## config.mk

```make
export PLATFORM = sky130hd
export DESIGN_NAME = demux64_1_4
export DESIGN_NICKNAME = d
export VERILOG_FILES = /design/src/rtl/demux64_1_4.sv
export SDC_FILE = /design/constraint.sdc
export NUM_CORES = 1
export LEC_CHECK = 0
export BUFFER_PORTS_ARGS = -buffer_cell sky130_fd_sc_hd__buf_2
export CAP_MARGIN = 20
export CORE_AREA = 4 4 161 163
export DETAILED_ROUTE_END_ITERATION = 7
export DIE_AREA = 0 0 165 167
export GPL_TIMING_DRIVEN = 0
export PLACE_DENSITY = 0.87
export REMOVE_ABC_BUFFERS = 1
export SKIP_LAST_GASP = 1
export SYNTH_ARGS = -nofsm -noshare
export SYNTH_HDL_FRONTEND = slang
export SYNTH_SLANG_ARGS = --single-unit
```

## constraint.sdc

```tcl
create_clock -name clk -period 1.6 [get_ports clk]
set_clock_uncertainty 0.15 [all_clocks]
set_input_delay 0.16 -clock clk [delete_from_list [all_inputs] [get_ports clk]]
set_output_delay 0.16 -clock clk [all_outputs]
set_load 0.02 [all_outputs]
```

## src/rtl/demux64_1_4.sv

```systemverilog
// demux64_1_4 -- registered 1-to-4 demultiplexer for WIDTH-bit words.
//
// The block accepts one input word per cycle and writes it into the
// one-entry holding register of the channel named by in_sel. Each channel
// has its own valid/ready handshake towards its consumer. Each channel also
// has a wrapping counter of the words accepted into it.
//
// Ports:
//   clk        in   1        rising-edge clock
//   rst_n      in   1        asynchronous, active-low reset
//   in_valid   in   1        input word present
//   in_ready   out  1        input accepted this cycle (selected channel free)
//   in_sel     in   2        destination channel 0..3
//   in_data    in   WIDTH    input word
//   out_valid  out  4        bit k: channel k holds a word
//   out_ready  in   4        bit k: channel k consumer takes the word
//   out_data0..out_data3  out  WIDTH   channel holding registers
//   xfer_cnt0..xfer_cnt3  out  CNT_W   words accepted per channel, wrapping
module demux64_1_4 #(
    parameter int WIDTH = 64,
    parameter int CNT_W = 8
) (
    input  logic             clk,
    input  logic             rst_n,
    input  logic             in_valid,
    output logic             in_ready,
    input  logic [1:0]       in_sel,
    input  logic [WIDTH-1:0] in_data,
    output logic [3:0]       out_valid,
    input  logic [3:0]       out_ready,
    output logic [WIDTH-1:0] out_data0,
    output logic [WIDTH-1:0] out_data1,
    output logic [WIDTH-1:0] out_data2,
    output logic [WIDTH-1:0] out_data3,
    output logic [CNT_W-1:0] xfer_cnt0,
    output logic [CNT_W-1:0] xfer_cnt1,
    output logic [CNT_W-1:0] xfer_cnt2,
    output logic [CNT_W-1:0] xfer_cnt3
);

    logic [3:0]       valid_q;
    logic [WIDTH-1:0] data_q [4];
    logic [CNT_W-1:0] cnt_q  [4];
    logic             accept;
    logic [3:0]       load;

    // Readiness looks only at the selected channel. A stalled channel
    // therefore never blocks words headed elsewhere. A full channel whose
    // consumer is taking its word this cycle can be refilled on the same edge.
    always_comb begin
        in_ready = ~valid_q[in_sel] | out_ready[in_sel];
        accept   = in_valid & in_ready;
        load     = '0;
        if (accept) begin
            load[in_sel] = 1'b1;
        end
    end

    // Data is never cleared on drain, only overwritten by a new accept.
    // A load takes priority over a drain, so valid stays set across a
    // same-cycle replace.
    always_ff @(posedge clk or negedge rst_n) begin
        if (!rst_n) begin
            valid_q <= '0;
            for (int unsigned k = 0; k < 4; k++) begin
                data_q[k] <= '0;
                cnt_q[k]  <= '0;
            end
        end else begin
            for (int unsigned k = 0; k < 4; k++) begin
                if (load[k]) begin
                    data_q[k]  <= in_data;
                    valid_q[k] <= 1'b1;
                    cnt_q[k]   <= cnt_q[k] + CNT_W'(1);
                end else if (valid_q[k] && out_ready[k]) begin
                    valid_q[k] <= 1'b0;
                end
            end
        end
    end

    always_comb begin
        out_valid = valid_q;
        out_data0 = data_q[0];
        out_data1 = data_q[1];
        out_data2 = data_q[2];
        out_data3 = data_q[3];
        xfer_cnt0 = cnt_q[0];
        xfer_cnt1 = cnt_q[1];
        xfer_cnt2 = cnt_q[2];
        xfer_cnt3 = cnt_q[3];
    end

endmodule
```

# Yosys cells after proc, flatten, opt, wreduce, memory -nomap -nowiden
# Index checks and enable logic that the tools add are counted.
[word_totals] register_bits=292 input_bits=73 wordCells=45
[op_classes] addsub=4 magnitude_cmp=2 n_mux=15 n_bitwise=3 n_reduce_logical=9
[ops] cell="adder 8 x 1 -> 8 bit (second input constant)" count=4
[ops] cell="2-to-1 mux 1 bit" count=11
[ops] cell="nonzero test 2 bit" count=4
[ops] cell="logical AND 1 bit" count=5
[ops] cell="binary-select mux 1 bit (select 2 bit)" count=2
[ops] cell="2-to-1 mux 4 bit" count=1
[ops] cell="< comparator 2 x 3 -> 1 bit (second input constant)" count=1
[ops] cell="demux 1 bit (select 2 bit)" count=1
[ops] cell="greater-or-equal comparator 2 x 1 -> 1 bit (second input constant)" count=1
[ops] cell="AND 1 bit" count=1
[ops] cell="inverter 1 bit" count=1
[ops] cell="bitwise OR 1 bit" count=1

# Logic depth before layout (Yosys ltp)
[depth] word_depth=7 mapped_depth=6 mapped_depth_nobuf=4

# Worst setup path before layout
# Ideal clock, no wire load.
[synth_timing] kind="reg-to-reg" startpoint="reg valid_q[0] (netlist: out_valid[0])" endpoint="reg data_q, in the netlist out_data0[10]" setup_time_ps=125 arrival_time_ps=1505 t_required_ps=1325 slack_ps=-180 stages_incl_launch_ff=6 period_less_slack_ps=1780 cell_sequence="dfrtp_1 nor2b_1 nor3_4 buf_4 buf_6 mux2_2"
[synth_between] elab_chain_cells=6
[synth_rtl] item="start: declaration" line_no="41" text="logic [3:0] valid_q;"
[synth_rtl] item="start signal: assignment" line_no="64" text="valid_q <= '0;"
[synth_rtl] item="start signal: indexed assignment" line_no="73" text="valid_q[k] <= 1'b1;"
[synth_rtl] item="start signal: indexed assignment" line_no="76" text="valid_q[k] <= 1'b0;"
[synth_rtl] item="binary-select mux 1 bit (select 2 bit)" line_no="51" text="in_ready = ~valid_q[in_sel] | out_ready[in_sel];"
[synth_rtl] item="2-to-1 mux 1 bit (implied by the code)" line_no="51"
[synth_rtl] item="inverter 1 bit" line_no="51"
[synth_rtl] item="bitwise OR 1 bit" line_no="51"
[synth_rtl] item="AND 1 bit" line_no="52" text="accept = in_valid & in_ready;"
[synth_rtl] item="2-to-1 mux 4 bit" line_no="54" text="if (accept) begin"
[synth_rtl] item="end signal: indexed assignment" line_no="72" text="data_q[k] <= in_data;"
[synth_rtl] item="end: declaration" line_no="42" text="logic [WIDTH-1:0] data_q [4];"
# Every way passes these cells. The select of a mux whose other input is x is not followed.
# A chain may end at the register's enable or synchronous reset.

# Worst setup path after layout
[layout_timing] startpoint="reg valid_q[2] (netlist: out_valid[2])" endpoint="reg data_q, in the netlist out_data2[27]"
# Same word-level chain as after synthesis.

==> out/summary.txt <==
Register cell area after layout = 7310 um2
Peak clock frequency supported by timing = 0.517 GHz
I/O Pins = 366
Cell count of the worst reg-to-reg path = 7
Average footprint of a synthesized cell = 16.5 um2
Startpoint type of the worst setup path = flip-flop
Count of port buffers added during placement = 365
Yosys synthesis warning count = 0
Initial DRC Count = 528
Final hold violation count = 2
Capturing element of the worst setup path = out_data2[27]
Num CTS Buffers = 30
Share of final-layout standard cells stronger than drive strength 1 = 64.0%
Die Y = 167 um
RR Startpoint = out_valid[2]
DR DRC count = 0
Max-slew violation count = 0
IR Drop Worst-Case VDD = 1.12 mV
Number of clock sinks seen by CTS = 292
Number of distinct library cells after synthesis = 26
Number of vias per cell = 5.37
Reg2Reg Capture Point = out_data2[27]
Area of the multi-input gates = 4420 um2
Status = finished with violations
Number of standard cells after synthesis = 673
Insertion delay of the later-clocked pin in the worst-skew pair = 540 ps
Hold crit path type = primary input to flip-flop
Setup TNS = -49110 ps
Cell count after placement = 1352
Total global-route track usage = 24.8%
Transition time at the pin with the least slew margin = 673 ps
Antenna violations before repair = 1
Dominant cells by area after synthesis = dfrtp_1 66%, mux2_2 26%, xnor2_1 1.8%
Arrival time at the worst endpoint = 2210 ps
Top-area cell type share of the netlist area = 65.8%
Initial cell density of the core = 45.6%
Crit path time final = 1930 ps
Period utilization = 121%
Worst setup slack after placement = -995 ps
Floorplan die area = 27600 um2
Violated checks = negative hold slack, negative setup slack
Critical path class = flip-flop to flip-flop
Final count of negative-setup-slack endpoints = 210
FF+latch count, synth = 292
H-tree lvl count = 1
Leak pwr = 8.33 nW
Total wire length = 38100 um
Slew HR = 54.7%
Max-cap violations = 0
Count of hold buffers inserted by post-cts repair = 71
RSZ-0062 raised after global routing = yes
Element type at the critical path end = flip-flop
Number of buffers between clock root and the deepest sink = 3
Standard-cell rows = 57
Overall die width = 165 um
Post-layout utilization of the core = 69.9%
Worst slack on hold paths = -72.2 ps
Overall power = 24.8 mW
HPWL reported at the end of detailed placement = 20100 um
Worst-path clk slew = 70 ps
Design Area, Final = 17000 um2
Wire length of the first global-routing pass = 53300 um
Reg-to-reg setup timing slack = -330 ps
Sequential area share after synthesis = 65.8%
Total power divided by cell area = 1460 nW/um2
Post-layout net count = 1266
Most common library cell in the layout ignoring fill and taps = buf_2
Maximum fanout encountered on the critical timing path = 7
Fin worst setup slack = -335 ps
Drt first pass iters = 4
Fillcell total = 1450
Root buf cell = clkbuf_16
Netlist area before placement = 11100 um2
Via count of the first global-routing pass = 9006
Min-Delay Startpoint = out_ready[1]
Non-filler instance count after layout = 1536
GP Congestion = 0.771
Synth area leader = dfrtp_1
Overall overflow remaining after global route = 0
Layout overhead on the synthesized area = 53.2%
Pin count of the biggest net entering global routing = 120
Most frequent cells in the layout = 363 x buf_2, 292 x dfrtp_1, 171 x mux2_4
Number of nets still failing antenna checks after routing = 0
Startpoint of the worst setup timing path = out_valid[2]
Required time reported for the critical path endpoint = 1870 ps
Clock tree from TritonCTS = built
Core area = 24300 um2
Area after detailed placement = 13500 um2
Total vias in the final route = 8242
Wire length per cell after detailed routing = 24.8 um
==> worst min path at each step <==
stage	slack [ps]	to	cells past startpoint
floorplan	-290	out_data0[0]	0
global placement	280	out_data3[57]	2
detailed placement	-20	out_data2[42]	1
CTS	-130	out_valid[1]	3
global route	-110	out_valid[1]	3
finish	-70	out_valid[1]	3
==> cells by family (layout without fill, tap and decap cells) <==
logic type / after synthesis / in the layout / share of synthesized area, %
flops: 292 / 292 / 65.8
mux: 261 / 261 / 26.5
simple gates: 54 / 55 / 3.01
buf+inv: 31 / 567 / 1.88
xor+xnor: 28 / 28 / 2.21
fa+ha+maj: 4 / 4 / 0.451
compound gates: 3 / 3 / 0.135
other cells: 0 / 2 / 0
==> worst max-delay path, stage by stage, from the launching register on <==
cell      delay [ps]
dfrtp_1          380
nand2b_1         150
nor3b_4          260
buf_6            160
buf_8            140
buf_12           120
buf_12           130
mux2_4           310
==> power by group <==
part           internal [mW]  switching (mW)  total, mW
registers               8.99            1.19       10.2
clock network           4.14            2.87       7.02
logic                   3.34            4.25       7.58
==> cells in the mapped netlist <==
library cell	count
buf_6	3
nor2b_1	2
nand2b_4	1
ha_1	4
nand3_1	10
nand2b_1	3
xnor2_1	23
buf_4	14
nor4_1	1
xor2_1	5
nor3b_1	2
nand4_1	8
nor3_4	1
mux2_2	259
and2_1	2
or2_2	1
nor3_1	1
and3_1	4
buf_2	14
o21ai_0	3
dfrtp_1	292
mux2i_1	2
and4_1	3
or3_1	1
nand4_4	1
nand2_1	13
==> state kept, by name, summed over array words and instances, names as in the netlist <==
signal	flops
out_data1	64
xfer_cnt3	8
out_data3	64
xfer_cnt0	8
out_data0	64
xfer_cnt2	8
out_data2	64
xfer_cnt1	8
out_valid	4
==> area by class of cell <==
cell class | instances | share of cell area [%]
timing repair buffer | 514 | 22.7
sequential | 292 | 43.0
tap | 324 | 2.39
antenna | 2 | 0.0294
clock buffer | 48 | 5.53
clock inverter | 5 | 0.309
multi-input combinational | 351 | 26.0
==> per-layer routing <==
metal | part of all wire [%] | routed length [um] | GRT usage, %
met3 | 7.3 | 2790 | 6.33
met5 | 0 | 0 | 0
met1 | 36 | 13600 | 27.8
met2 | 51 | 19500 | 44.3
met4 | 5.7 | 2170 | 10.7
==> timing repair <==
action,CTS,global route
cloned,8,7
setup buffers,44,19
pin swaps,9,10
resized for setup,170,126
hold endpoints to repair,554,1
setup endpoints to repair,285,253
No activity file was read; power rests on OpenSTA's default activity.
